$ cat src/rtl/alu_seq.sv
// Sequential ALU: single-cycle logic/arith/compare ops plus iterative
// shift-add multiply and restoring divide, one bit per clock.
module alu_seq #(
  parameter int unsigned WIDTH      = 16,
  parameter bit          CMP_SIGNED = 1'b0
) (
  input  logic             CLK,
  input  logic             RST,
  input  logic             START,
  input  logic [WIDTH-1:0] Q_AC,
  input  logic [WIDTH-1:0] Q_DR,
  input  logic [WIDTH-1:0] IN_IR,
  output logic             BUSY,
  output logic             DONE,
  output logic [WIDTH-1:0] ALU_Result,
  output logic [WIDTH-1:0] ALU_Hi,
  output logic [4:0]       FLAGS
);

  localparam int unsigned CNT_W = $clog2(WIDTH + 1);

  localparam logic [3:0] OP_ADD  = 4'h0;
  localparam logic [3:0] OP_SUB  = 4'h1;
  localparam logic [3:0] OP_MUL  = 4'h2;
  localparam logic [3:0] OP_DIV  = 4'h3;
  localparam logic [3:0] OP_SHL  = 4'h4;
  localparam logic [3:0] OP_SHR  = 4'h5;
  localparam logic [3:0] OP_ROL  = 4'h6;
  localparam logic [3:0] OP_ROR  = 4'h7;
  localparam logic [3:0] OP_AND  = 4'h8;
  localparam logic [3:0] OP_OR   = 4'h9;
  localparam logic [3:0] OP_XOR  = 4'hA;
  localparam logic [3:0] OP_NOR  = 4'hB;
  localparam logic [3:0] OP_NAND = 4'hC;
  localparam logic [3:0] OP_LT   = 4'hD;
  localparam logic [3:0] OP_GT   = 4'hE;
  localparam logic [3:0] OP_EQ   = 4'hF;

  typedef enum logic [1:0] {
    S_IDLE = 2'd0,
    S_MUL  = 2'd1,
    S_DIV  = 2'd2,
    S_DONE = 2'd3
  } state_e;

  state_e           state_q, state_d;
  logic [WIDTH-1:0] a_q, a_d;
  logic [WIDTH-1:0] b_q, b_d;
  logic [WIDTH-1:0] hi_q, hi_d;
  logic [WIDTH-1:0] lo_q, lo_d;
  logic [CNT_W-1:0] cnt_q, cnt_d;
  logic [WIDTH-1:0] res_q, res_d;
  logic [WIDTH-1:0] rhi_q, rhi_d;
  logic [4:0]       flg_q, flg_d;
  logic             busy_q, busy_d;
  logic             done_q, done_d;

  logic [3:0]       opcode;
  logic [WIDTH:0]   add_w, sub_w;
  logic             cmp_lt, cmp_gt;
  logic [WIDTH-1:0] op_res;
  logic             op_c, op_v;

  logic [WIDTH:0]   mul_sum;
  logic [WIDTH-1:0] mul_hi, mul_lo;
  logic [WIDTH:0]   div_sh, div_df;
  logic             div_ge;
  logic [WIDTH-1:0] div_rem, div_quo;

  logic             load;
  logic [WIDTH-1:0] fin_res, fin_hi;
  logic             fin_c, fin_v, fin_dz;

  // Operand bits below the opcode field carry no meaning for this block.
  logic unused_ir;
  assign unused_ir = ^IN_IR[WIDTH-5:0];

  assign opcode = IN_IR[WIDTH-1 -: 4];

  // Single-cycle result, evaluated straight from the inputs in IDLE.
  always_comb begin
    add_w  = {1'b0, Q_AC} + {1'b0, Q_DR};
    sub_w  = {1'b0, Q_AC} - {1'b0, Q_DR};
    if (CMP_SIGNED) begin
      cmp_lt = $signed(Q_AC) < $signed(Q_DR);
      cmp_gt = $signed(Q_AC) > $signed(Q_DR);
    end else begin
      cmp_lt = Q_AC < Q_DR;
      cmp_gt = Q_AC > Q_DR;
    end
    op_res = '0;
    op_c   = 1'b0;
    op_v   = 1'b0;
    case (opcode)
      OP_ADD: begin
        op_res = add_w[WIDTH-1:0];
        op_c   = add_w[WIDTH];
        op_v   = (Q_AC[WIDTH-1] == Q_DR[WIDTH-1]) && (add_w[WIDTH-1] != Q_AC[WIDTH-1]);
      end
      OP_SUB: begin
        op_res = sub_w[WIDTH-1:0];
        op_c   = sub_w[WIDTH];
        op_v   = (Q_AC[WIDTH-1] != Q_DR[WIDTH-1]) && (sub_w[WIDTH-1] != Q_AC[WIDTH-1]);
      end
      OP_SHL: begin
        op_res = {Q_AC[WIDTH-2:0], 1'b0};
        op_c   = Q_AC[WIDTH-1];
      end
      OP_SHR: begin
        op_res = {1'b0, Q_AC[WIDTH-1:1]};
        op_c   = Q_AC[0];
      end
      OP_ROL: begin
        op_res = {Q_AC[WIDTH-2:0], Q_AC[WIDTH-1]};
        op_c   = Q_AC[WIDTH-1];
      end
      OP_ROR: begin
        op_res = {Q_AC[0], Q_AC[WIDTH-1:1]};
        op_c   = Q_AC[0];
      end
      OP_AND:  op_res = Q_AC & Q_DR;
      OP_OR:   op_res = Q_AC | Q_DR;
      OP_XOR:  op_res = Q_AC ^ Q_DR;
      OP_NOR:  op_res = ~(Q_AC | Q_DR);
      OP_NAND: op_res = ~(Q_AC & Q_DR);
      OP_LT:   op_res = WIDTH'(cmp_lt);
      OP_GT:   op_res = WIDTH'(cmp_gt);
      OP_EQ:   op_res = WIDTH'(Q_AC == Q_DR);
      default: op_res = '0;
    endcase
  end

  // One multiply step ({hi,lo} shifts right) and one restoring-divide step
  // (remainder in hi, dividend/quotient shifting left through lo).
  always_comb begin
    mul_sum = {1'b0, hi_q} + (lo_q[0] ? {1'b0, a_q} : '0);
    mul_hi  = mul_sum[WIDTH:1];
    mul_lo  = {mul_sum[0], lo_q[WIDTH-1:1]};
    div_sh  = {hi_q, lo_q[WIDTH-1]};
    div_df  = div_sh - {1'b0, b_q};
    div_ge  = ~div_df[WIDTH];
    div_rem = div_ge ? div_df[WIDTH-1:0] : div_sh[WIDTH-1:0];
    div_quo = {lo_q[WIDTH-2:0], div_ge};
  end

  // Next-state, datapath and result capture.
  always_comb begin
    state_d = state_q;
    a_d     = a_q;
    b_d     = b_q;
    hi_d    = hi_q;
    lo_d    = lo_q;
    cnt_d   = cnt_q;
    res_d   = res_q;
    rhi_d   = rhi_q;
    flg_d   = flg_q;
    load    = 1'b0;
    fin_res = '0;
    fin_hi  = '0;
    fin_c   = 1'b0;
    fin_v   = 1'b0;
    fin_dz  = 1'b0;
    case (state_q)
      S_IDLE: begin
        if (START) begin
          a_d   = Q_AC;
          b_d   = Q_DR;
          cnt_d = '0;
          if (opcode == OP_MUL) begin
            state_d = S_MUL;
            hi_d    = '0;
            lo_d    = Q_DR;
          end else if ((opcode == OP_DIV) && (Q_DR != '0)) begin
            state_d = S_DIV;
            hi_d    = '0;
            lo_d    = Q_AC;
          end else if (opcode == OP_DIV) begin
            state_d = S_DONE;
            load    = 1'b1;
            fin_res = '1;
            fin_hi  = Q_AC;
            fin_dz  = 1'b1;
          end else begin
            state_d = S_DONE;
            load    = 1'b1;
            fin_res = op_res;
            fin_c   = op_c;
            fin_v   = op_v;
          end
        end
      end
      S_MUL: begin
        hi_d  = mul_hi;
        lo_d  = mul_lo;
        cnt_d = cnt_q + CNT_W'(1);
        if (cnt_q == CNT_W'(WIDTH - 1)) begin
          state_d = S_DONE;
          load    = 1'b1;
          fin_res = mul_lo;
          fin_hi  = mul_hi;
          fin_v   = (mul_hi != '0);
        end
      end
      S_DIV: begin
        hi_d  = div_rem;
        lo_d  = div_quo;
        cnt_d = cnt_q + CNT_W'(1);
        if (cnt_q == CNT_W'(WIDTH - 1)) begin
          state_d = S_DONE;
          load    = 1'b1;
          fin_res = div_quo;
          fin_hi  = div_rem;
        end
      end
      S_DONE: begin
        state_d = S_IDLE;
        cnt_d   = '0;
      end
      default: state_d = S_IDLE;
    endcase
    if (load) begin
      res_d = fin_res;
      rhi_d = fin_hi;
      flg_d = {(fin_res == '0), fin_res[WIDTH-1], fin_c, fin_v, fin_dz};
    end
    busy_d = (state_d != S_IDLE);
    done_d = (state_d == S_DONE);
  end

  always_ff @(posedge CLK or posedge RST) begin
    if (RST) begin
      state_q <= S_IDLE;
      a_q     <= '0;
      b_q     <= '0;
      hi_q    <= '0;
      lo_q    <= '0;
      cnt_q   <= '0;
      res_q   <= '0;
      rhi_q   <= '0;
      flg_q   <= '0;
      busy_q  <= 1'b0;
      done_q  <= 1'b0;
    end else begin
      state_q <= state_d;
      a_q     <= a_d;
      b_q     <= b_d;
      hi_q    <= hi_d;
      lo_q    <= lo_d;
      cnt_q   <= cnt_d;
      res_q   <= res_d;
      rhi_q   <= rhi_d;
      flg_q   <= flg_d;
      busy_q  <= busy_d;
      done_q  <= done_d;
    end
  end

  assign BUSY       = busy_q;
  assign DONE       = done_q;
  assign ALU_Result = res_q;
  assign ALU_Hi     = rhi_q;
  assign FLAGS      = flg_q;

endmodule
$ cat config.mk
export PLATFORM = sky130hd
export DESIGN_NAME = alu_seq
export DESIGN_NICKNAME = d
export VERILOG_FILES = /design/src/rtl/alu_seq.sv
export SDC_FILE = /design/constraint.sdc
export NUM_CORES = 1
export LEC_CHECK = 0
export BUFFER_PORTS_ARGS = -buffer_cell sky130_fd_sc_hd__buf_2
export CAP_MARGIN = 30
export CORE_ASPECT_RATIO = 1.75
export CORE_UTILIZATION = 56
export DETAILED_ROUTE_END_ITERATION = 12
export GPL_ROUTABILITY_DRIVEN = 0
export PLACE_DENSITY = 0.79
export SETUP_SLACK_MARGIN = 0.05
export SYNTH_ARGS = -nofsm -noshare
export SYNTH_HDL_FRONTEND = slang
export SYNTH_SLANG_ARGS = --single-unit
$ cat constraint.sdc
create_clock -name CLK -period 3.59 [get_ports CLK]
set_input_delay 0.718 -clock CLK [delete_from_list [all_inputs] [get_ports CLK]]
set_output_delay 0.718 -clock CLK [all_outputs]
set_load 0.03 [all_outputs]
-- After elaboration in Yosys (flattened, before gate mapping)
Cells that the tools add are included.
- register bits after elaboration: 110
- output and inout bits: 39
- word-level logic and storage cells: 121
- $add $sub $neg: 5
- $lt $le $gt $ge: 2
- equality and inequality tests: 27
- muxes and demuxes: 55
- bitwise logic cells: 6
- reduce and logical (&&, ||, !) cells: 15
- operators by type and width (operator ; number):
    $mux W16 ; 20
    $pmux W16 S14 ; 1
    $pmux W16 S3 ; 4
    $add A16 B16 Y17 ; 2
    $eq A4 B4 Y1 const B ; 8
    $not A16 Y16 ; 2
    $reduce_bool A16 Y1 ; 2
    $mux W1 ; 20
    $sub A16 B16 Y17 ; 1
    $sub A17 B16 Y17 ; 1
    $and A16 B16 Y16 ; 1
    $eq A16 B16 Y1 ; 1
    $eq A4 B3 Y1 const B ; 4
    $gt A16 B16 Y1 ; 1
    $logic_not A16 Y1 ; 1
    $lt A16 B16 Y1 ; 1
    $or A16 B16 Y16 ; 1
    $xor A16 B16 Y16 ; 1
    $pmux W5 S3 ; 1
    $eq A4 B2 Y1 const B ; 2
    $eq A2 B2 Y1 const B ; 3
    $mux W2 ; 3
    $pmux W1 S2 ; 3
    $pmux W2 S3 ; 1
    other kinds (19) ; 25

-- Depth between registers and ports, before layout
- depth in word-level cells: 9
- gate-level depth with buffers: 14
- gate-level depth less buffers: 13

-- Least setup slack after synthesis
OpenSTA, ideal clock, no wires.
- path type: in2reg
- start: input Q_AC[0]
- end: register flg_q[4], in the netlist FLAGS[4]
- library setup time: 0.104 ns
- data arrival time: 3.337 ns
- data required time: 3.486 ns
- slack: 0.149 ns
- cell stages on the path: 11
- buffers on the path: 0
- cell sequence: ha_1 -> fa_1 -> a21o_1 -> a21o_1 -> a221o_1 -> o211ai_1 -> o211ai_1 -> nor4_1 -> nand4_1 -> or4b_1 -> o41ai_2
- word-level cells in the longest chain between the ends: 9
- RTL lines (element ; RTL line ; text):
    from (decl) ; 10 ; input logic [WIDTH-1:0] Q_AC,
    branches (longest 2 deep; another with $sub A16 B16 Y17) ; n/a ;
    $pmux W16 S14 * ; 94 ; case (opcode)
    $mux W16 * ; 177 ; end else if (opcode == OP_DIV) begin
    $mux W16 * ; 173 ; end else if ((opcode == OP_DIV) && (Q_DR != '0)) begin
    $mux W16 * ; 169 ; if (opcode == OP_MUL) begin
    $mux W16 * ; 165 ; if (START) begin
    $pmux W16 S3 * ; 163 ; case (state_q)
    $logic_not A16 Y1 * ; 224 ; flg_d = {(fin_res == '0), fin_res[WIDTH-1], fin_c, fin_v, fin_dz};
    to (signal assigned) ; 252 ; flg_q <= flg_d;
    to (decl) ; 54 ; logic [4:0] flg_q, flg_d;
Mark *: on every way between the ends.
A chain may end at the register's enable or synchronous reset.

-- Worst setup path after layout
- start: input Q_DR[5]
- end: register flg_q[4], in the netlist FLAGS[4]
- word-level cells in the longest chain between the ends: 9
- RTL lines (element ; RTL line ; text):
    from (decl) ; 11 ; input logic [WIDTH-1:0] Q_DR,
    branches (longest 9 deep; another with $sub A16 B16 Y17) ; n/a ;
Parallel ways; which one is timed is not known.

==> qor.yml <==
grt_setup_unrepaired: "true"
synthCells: 1319
grt_antenna_before_repair: 3
routed.top_layer: "met4"
grt_usage: 0.424
dp_hpwl_um: 30000
synth_top_family_by_area: "compound AO/OA/AOI/OAI gates"
violations: "setup timing"
final-seq-area_mm2: 0.00273
drive_gt1_frac: 0.241
clkTransAtPathRegs_ps: 70
final_max_slew_viol_count: 0
dr.first_iter.drc_count: 1276
hold_violations: 0
syn-num-nets: 1462
layout.nets: 1664
avgSynthCellArea_um2: 7.94
grt_pass1_vias: 11500
start_util: 0.578
grt_max_degree: 72
synth_compound_area_frac: 0.279
synth_fa_ha_area_frac: 0.113
wl_met1_um: 12900
setup_viol: 1
synth.most_common_cell: "nand2_1"
synth_mux_area_frac: 0.0414
cp.arrival_ps: 4050
yosys.cell_types.count: 94
die_h_um: 183
dpl_cell_area_mm2: 0.0122
p_total_uw: 8410
fillers: 1413
multi_input_area_mm2: 0.00717
worstPathRequired_ps: 3860
max_slew_margin: 0.369
clk_path_buf_depth: 2
io_pins: 90
p_leak_uw: 0.00603
vias: 11800
power.density_mw_per_mm2: 659
detail-route-antenna-nets: 0
post-route-min-period_ps: 3780
wire_per_inst_um: 22.9
via_per_inst: 6.67
hold_buffers: 0
end_kind: "flip-flop"
synth-edff-count: 0
cts_buffers: 9
status: "finished, violations left"
io_buffers: 77
final_util: 0.704
seq_area_frac_synth: 0.260
grt_pass1_wl_um: 61900
route.met3.wl_um: 3990
drc_errors: 0
finalCritPeriodShare: 1.05
coreArea_mm2: 0.0181
setup.worst_path.start_class: "primary input"
die_width_um: 105
yosys.area_share.simple: 0.201
netlist.top_cell.by_area: "dfrtp_1"
yosys-top-cells-area: "dfrtp_1, ha_1, o21ai_0"
synth_top_area_share: 0.260
insertion_delay_ps: 370
crit_type: "in -> reg"
yosys-top-cells-count: "nand2_1, o21ai_0, dfrtp_1, ha_1, a21oi_1"
synth_xor_area_frac: 0.0284
netlist_area_mm2: 0.0105
vdd_drop_max_uv: 579
crit_fanout: 4
fmax_ghz: 0.265
cts_root_buffer: "clkbuf_16"
ys_ff_latch: 109
cts_tree: "done"
wl_met2_um: 19500
async_reset_ff_frac: 1.00
cts_max_level: 3
post-place-ws_ps: -320
maxCapViolCount: 0
grt_overflow: 0
row_count: 65
drt_pass1_iterations: 7
hp-class: "reg -> reg"
area_growth_pct: 21.8
fin_skew_ps: 5.92
tightest_slew_ps: 944
layout_setup_ws_ps: -189
synthFlopType: "dfrtp_1"
wirelength_um: 40300
stdcell_area_mm2: 0.0128
dieArea_mm2: 0.0193
cts.sinks: 109
yosysWarnings: 0
## sequential cells by signal, summed over array words and instances, names as in the netlist
| name | flops |
|---|---|
| ALU_Hi | 16 |
| ALU_Result | 15 |
| BUSY | 1 |
| DONE | 1 |
| FLAGS | 5 |
| a_q | 16 |
| b_q | 16 |
| cnt_q | 5 |
| hi_q | 16 |
| lo_q | 16 |
| state_q | 2 |
## routing by layer
layer,track usage,vias up
met5,0,-
met4,0.363,0
met3,0.0981,299
met2,0.718,772
met1,0.439,5518
li1,-,5173
## power by group
part / leakage [µW] / switching (µW) / internal, µW
Combinational: 0.00445 / 3240 / 2140
Clock: 0.000157 / 492 / 589
Sequential: 0.00143 / 283 / 1670
## through the flow
| stage | hold slack [ps] | setup TNS [ps] | std cells |
|---|---|---|---|
| 3_3_place_gp | 452 | -844 | 1743 |
| 6_report | 472 | -189 | 1763 |
| 2_1_floorplan | 442 | 0 | 1319 |
| 5_1_grt | 493 | -224 | 1760 |
| 4_1_cts | 476 | 0 | 1759 |
| 3_5_place_dp | 458 | -1450 | 1743 |
## placed cells by master, fill, tap and decap left out, types with 10 or more instances in the layout
| cell | instances |
|---|---|
| nor2b_1 | 16 |
| o21ai_0 | 133 |
| nor3b_1 | 11 |
| a211oi_1 | 11 |
| o31ai_1 | 10 |
| mux2i_1 | 31 |
| buf_2 | 74 |
| a21o_1 | 16 |
| and2_1 | 20 |
| a31oi_1 | 11 |
| mux2_2 | 11 |
| a22oi_1 | 17 |
| nand2_1 | 178 |
| nor3_1 | 22 |
| xnor2_1 | 18 |
| buf_4 | 197 |
| dfrtp_1 | 109 |
| a21oi_1 | 82 |
| xor2_1 | 15 |
| nand3_1 | 16 |
| nand2b_1 | 11 |
| nor4_1 | 12 |
| and3_1 | 13 |
| a22o_1 | 16 |
| nor2_1 | 79 |
| ha_1 | 84 |
| inv_1 | 81 |
## final timing paths
path,from,end,slack [ps],depth (start not counted)
max,Q_DR[5],FLAGS[4],-190,12
min,FLAGS[0],FLAGS[0],470,2
max reg2reg,state_q[0],FLAGS[4],80,12
min reg2reg,FLAGS[0],FLAGS[0],470,2
max in group asynchronous,RST,b_q[4],2240,3
min in group asynchronous,RST,b_q[14],510,2
## logic make-up (layout without fill, tap and decap cells)
group,count (synthesis),after routing
AO/OA/AOI/OAI,443,443
AND/OR/NAND/NOR,431,431
buffers and inverters,168,375
flip-flops,109,109
adder cells (fa/ha/maj),92,92
multiplexers,42,42
XOR/XNOR,34,34
other,0,3
## critical path: stages
cell and delay, ps:
buf_2 100, buf_4 160, nor4_2 610, and4_2 470, a21oi_4 130, a221oi_2 250, nand4_1 180, nor4_2 320
buf_4 190, nand4_1 70, or4b_4 500, o41ai_2 330
## area by class of cell
type	instances	area share
Antenna cell	3	0.000588
Clock buffer	11	0.0198
Clock inverter	5	0.00510
Inverter	84	0.0250
Multi-Input combinational cell	1042	0.562
Sequential cell	109	0.214
Tap cell	234	0.0229
Timing Repair Buffer	275	0.151
## repair_timing
action,in CTS,in global routing
endpoints found under the hold margin,0,0
endpoints found under the setup margin,23,34
pin swaps,1,12
buffers inserted,0,1
resized for setup,12,38
(Power assumes the default switching activity.)
